## src/rtl/segment_pkg.sv

```systemverilog
// rtl/segment_pkg.sv - shared types for the 7-segment sequencer and animator
package segment_pkg;

   typedef enum logic [1:0] {
      S_IDLE = 2'd0,
      S_SHOW = 2'd1,
      S_GAP  = 2'd2
   } seq_state_e;

   typedef logic [6:0] seg_t;

   localparam seg_t SEG_BLANK = 7'h00;

   // Counter width: wide enough for the larger of DWELL-1 and GAP-1, never below 1 bit.
   function automatic int cnt_width(input int dwell, input int gap);
      int m;
      m = (dwell > gap) ? dwell : gap;
      if (m < 2) m = 2;
      return $clog2(m);
   endfunction

endpackage

```

## src/rtl/segment_sequencer_if.sv

```systemverilog
// rtl/segment_sequencer_if.sv - host and animator facing signal bundle of the segment sequencer
interface segment_sequencer_if #(
   parameter int MSG_DEPTH = 8
);
   import segment_pkg::*;

   localparam int IDX_W = $clog2(MSG_DEPTH);

   logic             enable;
   logic             wr_en;
   logic [IDX_W-1:0] wr_addr;
   seg_t             wr_data;
   logic [IDX_W:0]   msg_len;
   logic             start;
   logic             stop;
   logic             loop;
   logic             hold;
   seg_t             char_out;
   logic             char_available;
   logic [IDX_W-1:0] char_index;
   logic             busy;
   logic             done;

   modport master (
      output enable, wr_en, wr_addr, wr_data, msg_len, start, stop, loop, hold,
      input  char_out, char_available, char_index, busy, done
   );

   modport slave (
      input  enable, wr_en, wr_addr, wr_data, msg_len, start, stop, loop, hold,
      output char_out, char_available, char_index, busy, done
   );

endinterface

```

## src/rtl/segment_sequencer_dwell_timer.sv

```systemverilog
// rtl/segment_sequencer_dwell_timer.sv - loadable dwell/gap down-counter with hold and zero flag
module dwell_timer #(
   parameter int W = 6
) (
   input  logic         clk60,
   input  logic         reset,
   input  logic         enable,
   input  logic         load,
   input  logic [W-1:0] load_val,
   input  logic         hold,
   output logic         zero
);

   logic [W-1:0] cnt_q, cnt_d;

   // Stops at zero rather than wrapping; the FSM reloads it on every transition.
   always_comb begin
      cnt_d = cnt_q;
      if (enable) begin
         if (load)
            cnt_d = load_val;
         else if (!hold && cnt_q != '0)
            cnt_d = cnt_q - 1'b1;
      end
   end

   always_ff @(posedge clk60 or posedge reset) begin
      if (reset)
         cnt_q <= '0;
      else
         cnt_q <= cnt_d;
   end

   assign zero = (cnt_q == '0);

endmodule

```

## src/rtl/segment_sequencer.sv

```systemverilog
// rtl/segment_sequencer.sv - plays a short stored message into the 7-segment animator, one character per dwell
module segment_sequencer
   import segment_pkg::*;
#(
   parameter int MSG_DEPTH = 8,
   parameter int DWELL     = 48,
   parameter int GAP       = 8
) (
   input  logic                clk60,
   input  logic                reset,
   segment_sequencer_if.slave  bus
);

   localparam int                IDX_W    = $clog2(MSG_DEPTH);
   localparam int                CNT_W    = cnt_width(DWELL, GAP);
   localparam logic [IDX_W:0]    DEPTH_L  = (IDX_W+1)'(MSG_DEPTH);
   localparam logic [CNT_W-1:0]  DWELL_LD = CNT_W'(DWELL - 1);
   localparam logic [CNT_W-1:0]  GAP_LD   = CNT_W'((GAP > 0) ? GAP - 1 : 0);

   seq_state_e       state_q, state_d;
   seg_t             mem_q [MSG_DEPTH];
   seg_t             char_q, char_d;
   logic             avail_q, avail_d;
   logic             done_q, done_d;
   logic [IDX_W-1:0] index_q, index_d, next_idx;
   logic [IDX_W:0]   len_q, len_d;
   logic             mem_we;
   logic             tmr_load;
   logic [CNT_W-1:0] tmr_val;
   logic             tmr_zero;

   dwell_timer #(.W(CNT_W)) u_timer (
      .clk60    (clk60),
      .reset    (reset),
      .enable   (bus.enable),
      .load     (tmr_load),
      .load_val (tmr_val),
      .hold     (bus.hold),
      .zero     (tmr_zero)
   );

   // Pulses (char_available, done) default low so a frozen cycle never repeats them.
   always_comb begin
      state_d  = state_q;
      char_d   = char_q;
      avail_d  = 1'b0;
      done_d   = 1'b0;
      index_d  = index_q;
      len_d    = len_q;
      mem_we   = 1'b0;
      tmr_load = 1'b0;
      tmr_val  = '0;
      next_idx = index_q + 1'b1;
      if (bus.enable) begin
         unique case (state_q)
            S_IDLE: begin
               mem_we = bus.wr_en;
               if (bus.start && !bus.stop && bus.msg_len != '0) begin
                  state_d  = S_SHOW;
                  len_d    = (bus.msg_len > DEPTH_L) ? DEPTH_L : bus.msg_len;
                  index_d  = '0;
                  char_d   = mem_q[0];
                  avail_d  = 1'b1;
                  tmr_load = 1'b1;
                  tmr_val  = DWELL_LD;
               end
            end
            S_SHOW, S_GAP: begin
               if (bus.stop) begin
                  state_d  = S_IDLE;
                  char_d   = SEG_BLANK;
                  avail_d  = 1'b1;
                  tmr_load = 1'b1;
               end else if (tmr_zero && !bus.hold) begin
                  if (state_q == S_SHOW && GAP > 0) begin
                     state_d  = S_GAP;
                     char_d   = SEG_BLANK;
                     avail_d  = 1'b1;
                     tmr_load = 1'b1;
                     tmr_val  = GAP_LD;
                  end else if ({1'b0, index_q} + 1'b1 < len_q) begin
                     state_d  = S_SHOW;
                     index_d  = next_idx;
                     char_d   = mem_q[next_idx];
                     avail_d  = 1'b1;
                     tmr_load = 1'b1;
                     tmr_val  = DWELL_LD;
                  end else if (bus.loop) begin
                     state_d  = S_SHOW;
                     index_d  = '0;
                     char_d   = mem_q[0];
                     avail_d  = 1'b1;
                     tmr_load = 1'b1;
                     tmr_val  = DWELL_LD;
                  end else begin
                     state_d  = S_IDLE;
                     done_d   = 1'b1;
                     tmr_load = 1'b1;
                  end
               end
            end
            default: state_d = S_IDLE;
         endcase
      end
   end

   always_ff @(posedge clk60 or posedge reset) begin
      if (reset) begin
         state_q <= S_IDLE;
         char_q  <= SEG_BLANK;
         avail_q <= 1'b0;
         done_q  <= 1'b0;
         index_q <= '0;
         len_q   <= '0;
         for (int i = 0; i < MSG_DEPTH; i++)
            mem_q[i] <= SEG_BLANK;
      end else begin
         state_q <= state_d;
         char_q  <= char_d;
         avail_q <= avail_d;
         done_q  <= done_d;
         index_q <= index_d;
         len_q   <= len_d;
         if (mem_we)
            mem_q[bus.wr_addr] <= bus.wr_data;
      end
   end

   assign bus.char_out       = char_q;
   assign bus.char_available = avail_q;
   assign bus.char_index     = index_q;
   assign bus.busy           = (state_q != S_IDLE);
   assign bus.done           = done_q;

endmodule

```

## src/flat_wrapper.sv

```systemverilog
// flat-port wrapper written by rule: the top's interface ports become plain ports
module segment_sequencer_flat import segment_pkg::*;
#(
   parameter int MSG_DEPTH = 8,
   parameter int DWELL     = 48,
   parameter int GAP       = 8
)
  (clk60, reset, bus_enable, bus_wr_en, bus_wr_addr, bus_wr_data, bus_msg_len, bus_start, bus_stop, bus_loop, bus_hold, bus_char_out, bus_char_available, bus_char_index, bus_busy, bus_done);
  segment_sequencer_if #(.MSG_DEPTH(MSG_DEPTH)) bus_i ();
  input  logic clk60;
  input  logic reset;
  input wire logic [$bits(bus_i.enable)-1:0] bus_enable;
  input wire logic [$bits(bus_i.wr_en)-1:0] bus_wr_en;
  input wire logic [$bits(bus_i.wr_addr)-1:0] bus_wr_addr;
  input wire logic [$bits(bus_i.wr_data)-1:0] bus_wr_data;
  input wire logic [$bits(bus_i.msg_len)-1:0] bus_msg_len;
  input wire logic [$bits(bus_i.start)-1:0] bus_start;
  input wire logic [$bits(bus_i.stop)-1:0] bus_stop;
  input wire logic [$bits(bus_i.loop)-1:0] bus_loop;
  input wire logic [$bits(bus_i.hold)-1:0] bus_hold;
  output wire logic [$bits(bus_i.char_out)-1:0] bus_char_out;
  output wire logic [$bits(bus_i.char_available)-1:0] bus_char_available;
  output wire logic [$bits(bus_i.char_index)-1:0] bus_char_index;
  output wire logic [$bits(bus_i.busy)-1:0] bus_busy;
  output wire logic [$bits(bus_i.done)-1:0] bus_done;
  assign bus_i.enable = bus_enable;
  assign bus_i.wr_en = bus_wr_en;
  assign bus_i.wr_addr = bus_wr_addr;
  assign bus_i.wr_data = bus_wr_data;
  assign bus_i.msg_len = bus_msg_len;
  assign bus_i.start = bus_start;
  assign bus_i.stop = bus_stop;
  assign bus_i.loop = bus_loop;
  assign bus_i.hold = bus_hold;
  assign bus_char_out = bus_i.char_out;
  assign bus_char_available = bus_i.char_available;
  assign bus_char_index = bus_i.char_index;
  assign bus_busy = bus_i.busy;
  assign bus_done = bus_i.done;
  segment_sequencer #(.MSG_DEPTH(MSG_DEPTH), .DWELL(DWELL), .GAP(GAP)) u_core (.clk60(clk60), .reset(reset), .bus(bus_i));
endmodule
```

## config.mk

```make
export PLATFORM = sky130hd
export DESIGN_NAME = segment_sequencer_flat
export DESIGN_NICKNAME = d
export VERILOG_FILES = /design/src/rtl/segment_pkg.sv /design/src/rtl/segment_sequencer_if.sv /design/src/rtl/segment_sequencer_dwell_timer.sv /design/src/rtl/segment_sequencer.sv /design/src/flat_wrapper.sv
export SDC_FILE = /design/constraint.sdc
export NUM_CORES = 1
export LEC_CHECK = 0
export CORE_UTILIZATION = 35
export DETAILED_ROUTE_END_ITERATION = 8
export DONT_BUFFER_PORTS = 1
export PLACE_DENSITY_LB_ADDON = 0.15
export SLEW_MARGIN = 20
export SYNTH_ARGS = -nofsm -noshare
export SYNTH_HDL_FRONTEND = slang
export SYNTH_SLANG_ARGS = --single-unit
```

## constraint.sdc

```tcl
create_clock -name clk60 -period 5.51 [get_ports clk60]
set_input_delay 0.551 -clock clk60 [delete_from_list [all_inputs] [get_ports clk60]]
set_output_delay 0.551 -clock clk60 [all_outputs]
set_load 0.02 [all_outputs]
```

==> flow_summary.yaml <==
yosys:
  synth_cells: 347
  ys_seq_area_frac: 0.495
  ys_types: 46
  synth_top_area_frac: 0.495
  syn_nets: 378
  ys.flop_type: "dfrtp_1"
  ys_ff_latch: 80
  synth_commonest_cells: "dfrtp_1 (80), mux2_2 (57), mux2i_1 (29)"
  yosysMostFrequentCell: "dfrtp_1"
  synth_area_leaders: "dfrtp_1 (49%), mux2_2 (16%), mux2i_1 (7.2%)"
  synth-edff-count: 0
  yosysTopAreaCell: "dfrtp_1"
  syn_area_per_cell_um2: 11.7
  async_flop_share: 1.00
  yosysWarnings: 0
  syn_area_mm2: 0.00405
worst_setup_path:
  worstPathArrival_ns: 3.66
  end_kind: "flop"
  path_cells: "ha_1 -> xor2_4 -> buf_4 -> ha_1 -> o21a_1 -> o22a_1 -> a2111oi_4 -> o32a_1"
  crit_fanout: 29
  cp_common_cell: "ha_1"
  startpoint_type: "flop"
  critical_path_class: "flop to flop"
  cp_slowest_stage_delay_ns: 0.69
  slowest_stage: "a2111oi_4"
  critical-path-top-delay-family: "compound AO/OA/AOI/OAI gates"
  critPathBufInv: 1
  crit_required_ns: 5.78
place:
  hpwl_um: 6400
  gp_congestion: 0.752
  port_buffers: 0
  placed_cell_area_mm2: 0.00420
drt:
  viasPerCell: 5.47
  vias: 2700
  wl_per_cell_um: 19.1
  postRouteAntennaNets: 0
  drc: 0
  wirelength_um: 9450
  drtIter0Drc: 231
  first_pass_iters: 4
clock_tree:
  clockBufferDepth: 2
  path_clk_slew_ns: 0.06
  cts_tree: "done"
  cts_buffers: 9
  cts_resized: 0
  ctsRootBufferMaster: "clkbuf_16"
  clock_sinks: 80
  cts_setup_buffers: 0
  clk_latency_ns: 0.34
  hold_buffers: 0
  h-tree-depth: 3
sta:
  drv_slew: 0
  fin_crit_sh: 0.615
  setup_tns_ns: 0
  period_needed_ns: 3.39
  finalSetupViolCount: 0
  worst_pin_slew_ns: 1.05
  max_freq_mhz: 295
  hold_viol_final: 0
  rsz0062_at_grt: "no"
  max_slew_margin: 0.297
  fin_skew_ns: 0.00526
global_route:
  first_global_vias: 2847
  grtUsageTotal: 0.177
  grt_pass1_wl_um: 15400
  overflow: 0
  antenna_found_initial: 0
  grt_max_degree: 81
die:
  io_pins: 35
  coreArea_mm2: 0.0110
  die_x_um: 110
  fp-row-count: 38
  start_util: 0.367
  die_h_um: 110
  die-area_mm2: 0.0120
layout:
  nFillCells: 1067
  syn2layout_area_growth_pct: 11.9
  final_nets: 381
  diodes: 0
  final_util: 0.411
  drive_gt1_frac: 0.232
  seq_area_mm2: 0.00200
  multiInputGateArea_mm2: 0.00196
  fin_area_mm2: 0.00453
power_and_ir_drop:
  finalPower_uw: 2400
  ir_drop_v: 0.000267
  leakagePower_uw: 0.00188
  pwr_density_cell_mw_per_mm2: 531
worst_hold_path:
  hold_class: "primary input to asynchronous set/reset pin"
outcome:
  status: "completed"
job:
  maxCapViolCount: 0
-- report_power, final --
part / leakage (µW) / switching, µW / internal [µW]
clock network: 0.000155 / 238 / 406
logic: 0.000707 / 345 / 353
registers: 0.00101 / 198 / 862
total: 0.00188 / 782 / 1620
-- metal layers --
metal / up-vias / global-route usage / share of wire
li1: 1266 / - / -
met5: - / 0 / 0
met1: 1362 / 0.221 / 0.46
met2: 62 / 0.288 / 0.48
met3: 10 / 0.0628 / 0.052
met4: 0 / 0.0514 / 0.013
-- metrics by stage --
| stage | setup slack, ns | cells | hold WS (ns) |
|---|---|---|---|
| finish | 2.12 | 494 | 0.280 |
| global route | 1.83 | 494 | 0.344 |
| CTS | 2.08 | 494 | 0.352 |
| detailed placement | 2.11 | 479 | 0.478 |
| global placement | 2.16 | 479 | 0.477 |
| floorplan | 2.55 | 347 | 0.444 |
-- kinds of logic after synthesis --
logic type / synth area share
multiplexers: 0.230
AND/OR/NAND/NOR: 0.104
flip-flops: 0.495
AO/OA/AOI/OAI: 0.104
buffers and inverters: 0.0260
adder cells (fa/ha/maj): 0.0278
XOR/XNOR: 0.0130
-- placed cells by master (no fill, tap or decap), types with 8 or more instances in the layout --
cell type / count
mux2_2: 57
a22oi_1: 14
nor2_1: 24
a21oi_1: 8
dfrtp_1: 80
o21ai_0: 14
nand2_1: 16
nand3_1: 9
mux2i_1: 29
inv_1: 13
ha_1: 9
clkbuf_16: 9
-- path summary, 6_finish.rpt --
path,cells after the start,from,slack [ns],endpoint
max,8,u_core.bus.char_index[0],2.12,u_core.bus.char_out[6]
min,2,reset,0.28,u_core.mem_q[18]
max reg2reg,8,u_core.bus.char_index[0],2.12,u_core.bus.char_out[6]
min reg2reg,2,u_core.len_q[2],0.48,u_core.len_q[2]
max in group asynchronous,2,reset,4.70,u_core.bus.char_out[6]
min in group clk60,1,bus_wr_data[0],0.36,u_core.mem_q[42]
-- layout make-up --
class | count | area share
multi-input combinational | 243 | 0.432
tap | 140 | 0.0387
timing repair buffer | 2 | 0.00414
clock inverter | 5 | 0.0180
sequential | 80 | 0.442
clock buffer | 10 | 0.0528
inverter | 14 | 0.0119
-- state kept, by name, summed over array words and instances, names as in the netlist --
register and cells:
u_core.bus.char_out 7, u_core.bus.char_available 1, u_core.mem_q 56, u_core.len_q 4
u_core.bus.done 1, u_core.u_timer.cnt_q 6, u_core.state_q 2, u_core.bus.char_index 3
No activity file was read; power rests on OpenSTA's default activity.
==> RTL edit (same flow settings) <==
The 3 states of `seq_state_e` get a one-hot encoding in 3 bits.
--- a/src/rtl/segment_pkg.sv
+++ b/src/rtl/segment_pkg.sv
@@ -2,8 +2,8 @@
 package segment_pkg;
 
-   typedef enum logic [1:0] {
-      S_IDLE = 2'd0,
-      S_SHOW = 2'd1,
-      S_GAP  = 2'd2
+   typedef enum logic [2:0] {
+      S_IDLE = 3'b001,
+      S_SHOW = 3'b010,
+      S_GAP  = 3'b100
    } seq_state_e;
 
Function: same outputs for any inputs over 4 cycles, from zero or initial values and one cycle with reset high; so few cycles prove little.
==> RTL edit against the unedited design <==
- wire length down 11%
- count of clock-buffer cells in the layout up 1
- sequential cell count up 1
- synthesized area up 0.25%
- clock skew up 1.7 ps
- design area down 0.77%
- power down 3.9%
- sequential share of layout area up 0.93 points
- worst setup slack worse by 74 ps
- hold slack better by 16 ps
- critical path depth down 1
- critical endpoint is now u_core.bus.char_out[4]$_DFFE_PP0P_
- largest power group unchanged
- highest routed layer unchanged
==> RTL edit: results (changes against the unedited design) <==
Clock tree
  • Clock input transition at the sequential cells of the worst setup and hold paths: 60 ps (about the same)

STA
  • Skew final: 6.93 ps (+1.67 ps)
  • Hold WS: 296 ps (+15.8 ps)
  • Transition time at the pin with the least slew margin: 923 ps (-128 ps)

Pwr
  • Peak supply drop: 297 uV (+11%)
  • Leakage component of the power: 1.94 nW (+3.2%)

GRT
  • Via count of the first global-routing pass: 2521 (-11%)
  • Largest net degree at the start of global routing: 82 (+1.2%)
  • Total routing resource utilization after global routing: 0.156 (-0.0213)

Place
  • Pre-CTS WS: 2070 ps (-40.5 ps)
  • Standard cell area after detailed placement: 0.00422 sq mm (+0.33%)
  • Placer Congestion: 0.767 (+2.0%)
  • Dpl hpwl: 5770 um (-9.7%)

Drt
  • Number of vias after detailed routing: 2398 (-11%)
  • Wirelength, routed: 8380 um (-11%)
  • DRC violation total after the first TritonRoute iteration: 78 (-66%)

Critical path
  • Flop2flop setup slack: 2050 ps (-70 ps)
  • Endpoint of the worst register-to-register path: u_core.bus.char_out[4]$_DFFE_PP0P_
  • Largest fanout on the critical path: 16 (-45%)
  • Crit Reg-Reg Startpoint: u_core.bus.char_index[1]$_DFFE_PP0P_
  • Depth of the worst register-to-register path: 7 (-1)

Yosys
  • Top area cells in the synthesized netlist: sky130_fd_sc_hd__dfrtp_1, sky130_fd_sc_hd__mux2_2, sky130_fd_sc_hd__mux4_2, sky130_fd_sc_hd__mux2i_1, sky130_fd_sc_hd__ha_1
  • Number of library cell types mapped by synthesis: 57 (+24%)
  • Share of the synthesized area in the top cell type: 0.494 (-0.00122)
  • Syn_nets: 325 (-14%)

Finish
  • Fraction of layout cells with a size suffix above 1: 0.369 (+0.138)
  • Number of fillers in the final layout: 1059 (-0.75%)

Outcome
  • Outcome: complete, no violations
[RTL edit: cell types whose count changed after synthesis, sizes merged, moves of 5 or more]
cell and delta:
mux2i -21, a22oi -14, mux4 +14, nor2 -13, mux2 +10, nand3b +7, o2bb2ai +7, nand3 -6
a31oi -5, o21ai -5
[RTL edit: worst max-delay path by stage]
stage	start	to	slack, ps	depth (start not counted)
finish	u_core.bus.char_index[1]$_DFFE_PP0P_	u_core.bus.char_out[4]$_DFFE_PP0P_	2050	7
global route	u_core.bus.char_index[1]$_DFFE_PP0P_	u_core.bus.char_out[2]$_DFFE_PP0P_	1830	7
CTS	u_core.bus.char_index[1]$_DFFE_PP0P_	u_core.bus.char_out[4]$_DFFE_PP0P_	2030	7
detailed placement	u_core.bus.char_index[1]$_DFFE_PP0P_	u_core.bus.char_out[0]$_DFFE_PP0P_	2070	7
global placement	u_core.bus.char_index[1]$_DFFE_PP0P_	u_core.bus.char_out[4]$_DFFE_PP0P_	2180	7
floorplan	u_core.bus.char_index[0]$_DFFE_PP0P_	u_core.bus.char_out[0]$_DFFE_PP0P_	2490	8
[RTL edit: worst register-to-register path: cells and delay by family (launching register included)]
family                     cells  cell delay, ps
DFF                            1             470
muxes                          1             380
AOI/OAI and AO/OA              4            1160
adders and majority gates      2            1320
[RTL edit: area by class of cell]
cell class / count / area [sq um] / area share
clock inverter: 4 / 28.8 / 0.00640
timing repair buffer: 3 / 26.3 / 0.00585
clock buffer: 11 / 243 / 0.0540
multi-input combinational: 197 / 1950 / 0.435
inverter: 10 / 38.8 / 0.00863
tap: 140 / 175 / 0.0390
sequential: 81 / 2030 / 0.451
[RTL edit: report_power, final]
group,internal [mW],switching [mW]
sequential,0.868,0.183
combinational,0.416,0.296
clock,0.316,0.231
total,1.60,0.710
[RTL edit: logic make-up (layout without fill, tap and decap cells)]
logic type,after synthesis,after routing,share of synthesized area
xor gates and xnor gates,5,5,0.0108
muxes,89,89,0.283
and+or+nand+nor,59,59,0.0932
DFF,81,81,0.500
AOI/OAI and AO/OA,38,38,0.0756
buffers and inverters,19,28,0.0185
adders and majority gates,6,6,0.0185
[RTL edit: per-layer routing]
metal	GRT usage	wire length (um)
met5	0	0
met4	0.0505	119
met3	0.0409	283
met2	0.244	3890
met1	0.210	4090
[RTL edit: per-stage QoR]
step | utilization | std cells
final | 0.406 | 446
after global routing | 0.406 | 446
after CTS | 0.405 | 446
after detailed placement | 0.381 | 431
after global placement | 0.381 | 431
after floorplan | - | 297
